**config.mk**
```make
export PLATFORM = sky130hd
export DESIGN_NAME = alu_result_queue_flat
export DESIGN_NICKNAME = d
export VERILOG_FILES = /design/src/rtl/alu_result_queue_if.sv /design/src/rtl/alu_result_queue.sv /design/src/flat_wrapper.sv
export SDC_FILE = /design/constraint.sdc
export NUM_CORES = 1
export LEC_CHECK = 0
export CAP_MARGIN = 20
export CORE_MARGIN = 1
export CORE_UTILIZATION = 54
export DETAILED_ROUTE_END_ITERATION = 10
export PLACE_DENSITY = 0.83
export SYNTH_ARGS = -nofsm -noshare
export SYNTH_HDL_FRONTEND = slang
export SYNTH_SLANG_ARGS = --single-unit
```
**constraint.sdc**
```tcl
create_clock -name clk -period 2.9 [get_ports clk]
set_input_delay 0.87 -clock clk [delete_from_list [all_inputs] [get_ports clk]]
set_output_delay 0.87 -clock clk [all_outputs]
set_load 0.01 [all_outputs]
```
**src/rtl/alu_result_queue_if.sv**
```systemverilog
// Handshake bundle between the ALU stage (producer), the result queue and its consumer.
interface alu_result_queue_if;
    logic        in_valid;
    logic        in_ready;
    logic [31:0] in_data;
    logic [3:0]  in_flags;
    logic [2:0]  in_ctrl;
    logic        out_valid;
    logic        out_ready;
    logic [31:0] out_data;
    logic [3:0]  out_flags;

    modport master (
        output in_valid, in_data, in_flags, in_ctrl, out_ready,
        input  in_ready, out_valid, out_data, out_flags
    );

    modport slave (
        input  in_valid, in_data, in_flags, in_ctrl, out_ready,
        output in_ready, out_valid, out_data, out_flags
    );
endinterface

```
**src/rtl/alu_result_queue.sv**
```systemverilog
// FIFO of ALU results with committed NZCV status register; NOP results are dropped.
// Optional sticky overflow tracking is enabled by defining ALU_STICKY_OVF_EN.
module alu_result_queue #(
    parameter int DEPTH = 4
) (
    input  logic                clk,
    input  logic                rst_n,
    alu_result_queue_if.slave   bus,
    output logic [3:0]          status_flags,
    output logic [3:0]          count,
    output logic                sticky_ovf,
    input  logic                clr_sticky
);
    localparam int PW = $clog2(DEPTH);

    logic [35:0]   mem [DEPTH];
    logic [PW-1:0] wptr, rptr;
    logic          push, pop;

    function automatic logic [PW-1:0] nxt(input logic [PW-1:0] p);
        return (p == PW'(DEPTH - 1)) ? '0 : p + 1'b1;
    endfunction

    // Ready depends only on registered occupancy, so a full queue refuses even while popping.
    assign bus.in_ready  = (count < 4'(DEPTH));
    assign bus.out_valid = (count != 4'd0);
    assign push = bus.in_valid & bus.in_ready & (bus.in_ctrl != 3'b000);
    assign pop  = bus.out_valid & bus.out_ready;
    assign {bus.out_flags, bus.out_data} = bus.out_valid ? mem[rptr] : 36'd0;

    always_ff @(posedge clk) begin
        if (push) mem[wptr] <= {bus.in_flags, bus.in_data};
    end

    always_ff @(posedge clk) begin
        if (!rst_n) begin
            count        <= 4'd0;
            wptr         <= '0;
            rptr         <= '0;
            status_flags <= 4'd0;
        end else begin
            if (push) wptr <= nxt(wptr);
            if (pop) begin
                rptr         <= nxt(rptr);
                status_flags <= bus.out_flags;
            end
            case ({push, pop})
                2'b10:   count <= count + 4'd1;
                2'b01:   count <= count - 4'd1;
                default: count <= count;
            endcase
        end
    end

`ifdef ALU_STICKY_OVF_EN
    always_ff @(posedge clk) begin
        if (!rst_n)                      sticky_ovf <= 1'b0;
        else if (pop && bus.out_flags[0]) sticky_ovf <= 1'b1;
        else if (clr_sticky)             sticky_ovf <= 1'b0;
    end
`else
    logic unused_clr_sticky;
    assign unused_clr_sticky = clr_sticky;
    assign sticky_ovf = 1'b0;
`endif
endmodule

```
**src/flat_wrapper.sv**
```systemverilog
// flat-port wrapper written by rule: the top's interface ports become plain ports
module alu_result_queue_flat 
#(
    parameter int DEPTH = 4
)
  (clk, rst_n, status_flags, count, sticky_ovf, clr_sticky, bus_in_valid, bus_in_data, bus_in_flags, bus_in_ctrl, bus_out_ready, bus_in_ready, bus_out_valid, bus_out_data, bus_out_flags);
  alu_result_queue_if bus_i ();
  input  logic clk;
  input  logic rst_n;
  output logic [3:0] status_flags;
  output logic [3:0] count;
  output logic sticky_ovf;
  input  logic clr_sticky;
  input wire logic [$bits(bus_i.in_valid)-1:0] bus_in_valid;
  input wire logic [$bits(bus_i.in_data)-1:0] bus_in_data;
  input wire logic [$bits(bus_i.in_flags)-1:0] bus_in_flags;
  input wire logic [$bits(bus_i.in_ctrl)-1:0] bus_in_ctrl;
  input wire logic [$bits(bus_i.out_ready)-1:0] bus_out_ready;
  output wire logic [$bits(bus_i.in_ready)-1:0] bus_in_ready;
  output wire logic [$bits(bus_i.out_valid)-1:0] bus_out_valid;
  output wire logic [$bits(bus_i.out_data)-1:0] bus_out_data;
  output wire logic [$bits(bus_i.out_flags)-1:0] bus_out_flags;
  assign bus_i.in_valid = bus_in_valid;
  assign bus_i.in_data = bus_in_data;
  assign bus_i.in_flags = bus_in_flags;
  assign bus_i.in_ctrl = bus_in_ctrl;
  assign bus_i.out_ready = bus_out_ready;
  assign bus_in_ready = bus_i.in_ready;
  assign bus_out_valid = bus_i.out_valid;
  assign bus_out_data = bus_i.out_data;
  assign bus_out_flags = bus_i.out_flags;
  alu_result_queue #(.DEPTH(DEPTH)) u_core (.clk(clk), .rst_n(rst_n), .bus(bus_i), .status_flags(status_flags), .count(count), .sticky_ovf(sticky_ovf), .clr_sticky(clr_sticky));
endmodule
```
Word-level counts from Yosys, hierarchy flattened
Memories as Yosys holds them, arrays and structs flattened. A register that Yosys moved wholly into a read port is not among the register bits.
Index checks and enable logic that the tools add are counted.
{"block": "totals", "n_memories": 1, "ramBits": 144, "regBits": 12, "out_inout_bits": 47, "wordCells": 28, "input_bits": 44}
{"block": "op_classes", "n_eq_ne": 4, "add_sub_neg": 4, "n_mux": 8, "bitwise_logic": 3, "n_reduce_logical": 3, "n_lt_le_gt_ge": 1}
{"memory": "u_core.mem", "words": 4, "word_bits": 36, "rd": 1, "rd_clocked_by_memory_dff": 1, "write_ports": 1, "line": "alu_result_queue.sv:16", "rtl": "logic [35:0] mem [DEPTH];"}
{"cell": "2-to-1 mux 36 bit", "n": 1}
{"cell": "2-to-1 mux 2 bit", "n": 4}
{"cell": "case mux 4 bit (2 select lines)", "n": 1}
{"cell": "== test 2 bit, second input constant", "n": 3}
{"cell": "adder 2 x 1 -> 2 bit, second input constant", "n": 2}
{"cell": "adder 4 x 1 -> 4 bit, second input constant", "n": 1}
{"cell": "less-than comparator 4 x 3 -> 1 bit, second input constant", "n": 1}
{"cell": "nonzero test 4 bit", "n": 1}
{"cell": "subtractor 4 x 1 -> 4 bit, second input constant", "n": 1}
{"cell": "bitwise AND 1 bit", "n": 3}
{"cell": "nonzero test 3 bit", "n": 1}
{"cell": "== test 2 x 1 -> 1 bit, second input constant", "n": 1}
{"cell": "2-to-1 mux 1 bit", "n": 2}
{"cell": "nonzero test 2 bit", "n": 1}

Longest topological paths before layout
{"block": "depth", "ltp_word": 5, "ltp_mapped": 10, "ltp_nobuf": 10}

Least setup slack after synthesis
Ideal clock, no wire load.
{"block": "synth_timing", "path_kind": "in2reg", "start": "input port bus_in_ctrl[1]", "end": "register u_core.count[2]", "setup_ns": 0.076, "slack_ns": 0.289, "path_stages": 9, "path_buffers": 0, "t_arrival_ns": 2.536, "path_cell_list": "o311a_1 -> inv_1 -> ha_1 -> xor2_1 -> ha_1 -> a21oi_1 -> xor2_1 -> or3_1 -> a21boi_0"}
{"block": "synth_via", "elab_chain_cells": 4, "word_cells_on_any_way": 6, "cone_classes": "2 x eq/ne; 1 x mux; 1 x bitwise; 2 x reduce/logical"}
{"item": "start, declared", "line": "flat_wrapper.sv:17", "rtl": "input wire logic [$bits(bus_i.in_ctrl)-1:0] bus_in_ctrl;"}
{"item": "nonzero test 3 bit (*)", "line": "alu_result_queue.sv:27", "rtl": "assign push = bus.in_valid & bus.in_ready & (bus.in_ctrl != 3'b000);"}
{"item": "bitwise AND 1 bit (*)", "line": "alu_result_queue.sv:27"}
{"item": "== test 2 x 1 -> 1 bit or == test 2 bit (tied branches)", "line": "alu_result_queue.sv:47", "rtl": "case ({push, pop})"}
{"item": "case mux 4 bit (2 select lines) or nonzero test 2 bit (tied branches)"}
{"item": "end signal, assigned", "line": "alu_result_queue.sv:48", "rtl": "2'b10: count <= count + 4'd1;"}
{"item": "end signal, assigned", "line": "alu_result_queue.sv:49", "rtl": "2'b01: count <= count - 4'd1;"}
{"item": "end signal, assigned", "line": "alu_result_queue.sv:50", "rtl": "default: count <= count;"}
{"item": "end, declared", "line": "alu_result_queue.sv:10", "rtl": "output logic [3:0] count,"}
Every way passes the cells marked *; elsewhere a longest branch is shown, timed or not.
A chain may end at the register's enable or synchronous reset.

==> flow_summary.json <==
{
  "status": "finished clean",
  "gr-total-overflow": 0,
  "crit_arrival_ns": 1.99,
  "port-buffer-count": 88,
  "reg2reg_to": "u_core.count[2]",
  "grt_pass1_vias": 3502,
  "wirelength_um": 12700,
  "cp-end-kind": "output pin",
  "synth_top_area_cell": "edfxtp_1",
  "initial_core_util_pct": 56.2,
  "critical_path_buf_inv_count": 3,
  "grt_max_degree": 30,
  "drive_above_1_share_pct": 30.5,
  "critPathTopFamily": "buffers and inverters",
  "postSynth.asyncResetShare_pct": 0,
  "drc": 0,
  "synth_top_area_share_pct": 69.7,
  "crit_cells": 5,
  "vdd_drop_max_uv": 549,
  "criticalPathCategory": "reg2out",
  "diodes": 0,
  "postPlaceCellArea_sq_um": 7340,
  "worstSetupEndpoint": "bus_out_data[28]",
  "synth_cell_type_count": 31,
  "p_total_mw": 8.26,
  "synth_flop_cell": "edfxtp_1",
  "clkTransAtPathRegs_ns": 0.06,
  "fp-row-count": 38,
  "synth-edff-count": 144,
  "finalWorstSetupSlack_ns": 0.0388,
  "synth_warnings": 0,
  "cpMaxStageDelayCell": "mux4_2",
  "hold_violations": 0,
  "fin_skew_ns": 0.00708,
  "fmax_mhz": 350,
  "die_y_um": 109,
  "p_leak_nw": 2.85,
  "grt_pass1_wl_um": 19400,
  "antenna_found_initial": 0,
  "drv_slew": 0,
  "place_congestion": 0.677,
  "p_per_area_nw_per_um2": 1020,
  "num_io_pins": 91,
  "worstPathRequired_ns": 2.03,
  "start_kind": "flop",
  "grt_setup_unrepaired": "true",
  "postRouteAntennaNets": 0,
  "fillers": 640,
  "cts_tree": "built",
  "cts_htree_levels": 4,
  "wl_per_cell_um": 21.7,
  "area_growth_pct": 31.0,
  "setup_viol": 0,
  "clockRootBuffer": "clkbuf_16",
  "final_area_sq_um": 8120,
  "post-route-period-util_pct": 98.7,
  "worstSkewPairLatency_ns": 0.42,
  "r2r-start": "u_core.count[0]",
  "min_period_ns": 2.86,
  "core_area_sq_um": 11000,
  "die_x_um": 109,
  "dp_hpwl_um": 6710,
  "syn_area_sq_um": 6200,
  "syn_inst": 308,
  "drt_iter0_markers": 259,
  "drt-pass1-iter-count": 4,
  "syn-num-nets": 360,
  "final_nets": 485,
  "critical_path.cell_chain": "buf_6 -> bufbuf_16 -> mux4_2 -> and2_1 -> buf_2",
  "clock-sinks": 158,
  "clock_path_buffers": 2,
  "cts_made_buffers": 17,
  "die_area_sq_um": 11900,
  "cts_hold_buf": 0,
  "yosysSeqAreaShare_pct": 74.3,
  "crit_fanout": 4,
  "syn_area_per_cell_sq_um": 20.1,
  "synth-seq-cells": 158,
  "hold_path.class": "reg2reg",
  "num_vias": 3322,
  "pre_cts_slack_ns": -0.125,
  "via_per_inst": 5.67,
  "maxCapViolCount": 0,
  "reg2regPathDepth": 12,
  "critPathMaxStageDelay_ns": 0.49,
  "regToRegSetupSlack_ns": 0.18,
  "ys_top_cells_by_area": "edfxtp_1 70%, mux4_2 13%, dfxtp_1 4.5%, and2_1 4.1%, ha_1 1.6%",
  "grt.total_usage_pct": 23.7
}
[power breakdown]
part	leakage (nW)	total [mW]	switching [mW]	internal, mW
clock	0.283	2.23	0.874	1.35
sequential	1.43	3.03	0.170	2.86
combinational	1.14	3.00	1.37	1.63
total	2.85	8.26	2.41	5.85
[placed cells by master (no fill, tap or decap), types with 2 or more instances in the layout]
| cell | instances |
|---|---|
| dlygate4sd2_1 | 15 |
| and2_4 | 5 |
| buf_4 | 12 |
| o21ai_0 | 2 |
| clkinv_1 | 2 |
| mux4_2 | 36 |
| dfxtp_4 | 3 |
| clkinv_2 | 2 |
| and2_1 | 32 |
| nand2b_1 | 2 |
| ha_1 | 8 |
| nand2_1 | 13 |
| bufbuf_16 | 2 |
| dfxtp_2 | 2 |
| nor2b_1 | 3 |
| mux2i_1 | 4 |
| xor2_1 | 2 |
| clkdlybuf4s50_1 | 51 |
| a21boi_1 | 6 |
| buf_6 | 3 |
| buf_16 | 3 |
| and2_2 | 4 |
| clkbuf_16 | 17 |
| clkinvlp_4 | 3 |
| bufinv_16 | 3 |
| dfxtp_1 | 9 |
| buf_12 | 9 |
| buf_2 | 22 |
| edfxtp_1 | 144 |
| or4_4 | 4 |
| nor2_1 | 3 |
| or3_1 | 2 |
| clkinv_4 | 2 |
| inv_1 | 3 |
[state kept, by name, indices dropped and copies added, names as in the netlist, named ones only]
| register | flops |
|---|---|
| u_core.mem | 144 |
| u_core.status_flags | 4 |
| u_core.count | 4 |
| u_core.rptr | 2 |
| u_core.wptr | 2 |
[worst register-to-register path, stage by stage (launching register included)]
cell      delay [ns]
dfxtp_4         0.39
or4_4           0.57
buf_4           0.21
buf_4           0.15
nand2_2         0.07
inv_2           0.04
ha_1            0.20
xor2_1          0.15
ha_1            0.18
a21oi_1         0.14
xor2_1          0.09
or3_1           0.30
a21boi_0        0.15
[repair_timing]
action | in CTS | in global routing
cloned | 8 | 0
resized for setup | 117 | 6
pin swaps | 3 | 2
endpoints found under the setup margin | 37 | 8
buffers inserted | 10 | 0
[layer usage]
layer,up-vias,track usage [%],routed length (um)
met5,-,0,0
met4,0,10.9,300
met3,20,4.66,626
met2,124,39.8,6630
met1,1703,29.8,5160
li1,1475,-,-
[cell type report]
| class | count | area, sq um | area share, % |
|---|---|---|---|
| sequential | 158 | 4620 | 56.9 |
| multi-input combinational | 135 | 1510 | 18.6 |
| timing repair buffer | 117 | 1200 | 14.8 |
| clock buffer | 18 | 429 | 5.29 |
| tap | 140 | 175 | 2.16 |
| clock inverter | 14 | 168 | 2.06 |
| inverter | 4 | 15.0 | 0.185 |
[metrics by stage]
step	TNS, ns	instances	hold WS, ns	util (%)
detailed placement	-0.125	536	0.457	66.5
global route	-0.00899	586	0.485	73.6
finish	0	586	0.463	73.6
floorplan	0	308	0.451	-
CTS	0	586	0.465	73.6
global placement	-0.0163	536	0.448	66.5
[how the worst min path moves through the flow]
stage	from	endpoint	slack, ns	depth (start not counted)
after CTS	u_core.status_flags[2]	u_core.status_flags[2]	0.46	2
after global placement	u_core.status_flags[3]	u_core.status_flags[3]	0.45	2
after floorplan	u_core.rptr[1]	flop	0.45	2
after global routing	u_core.status_flags[2]	u_core.status_flags[2]	0.48	2
final	u_core.status_flags[2]	u_core.status_flags[2]	0.46	2
after detailed placement	u_core.status_flags[2]	u_core.status_flags[2]	0.46	2
[synthesized netlist by cell type, drive strengths merged, types with 3 or more instances]
cell type / number
inv: 4
buf: 12
nand2: 14
a21boi: 7
nor2b: 3
dfxtp: 14
nor2: 3
ha: 8
edfxtp: 144
and2: 41
mux4: 36
mux2i: 4
[kinds of logic after synthesis]
kind of cell | Yosys count | share of synthesized area, %
adder cells (fa/ha/maj) | 8 | 1.61
AND/OR/NAND/NOR | 67 | 6.22
other | 1 | 0.0605
AO/OA/AOI/OAI | 13 | 1.51
buffers and inverters | 18 | 2.18
multiplexers | 40 | 13.7
flip-flops | 158 | 74.3
XOR/XNOR | 3 | 0.424
No activity file was read; power rests on OpenSTA's default activity.
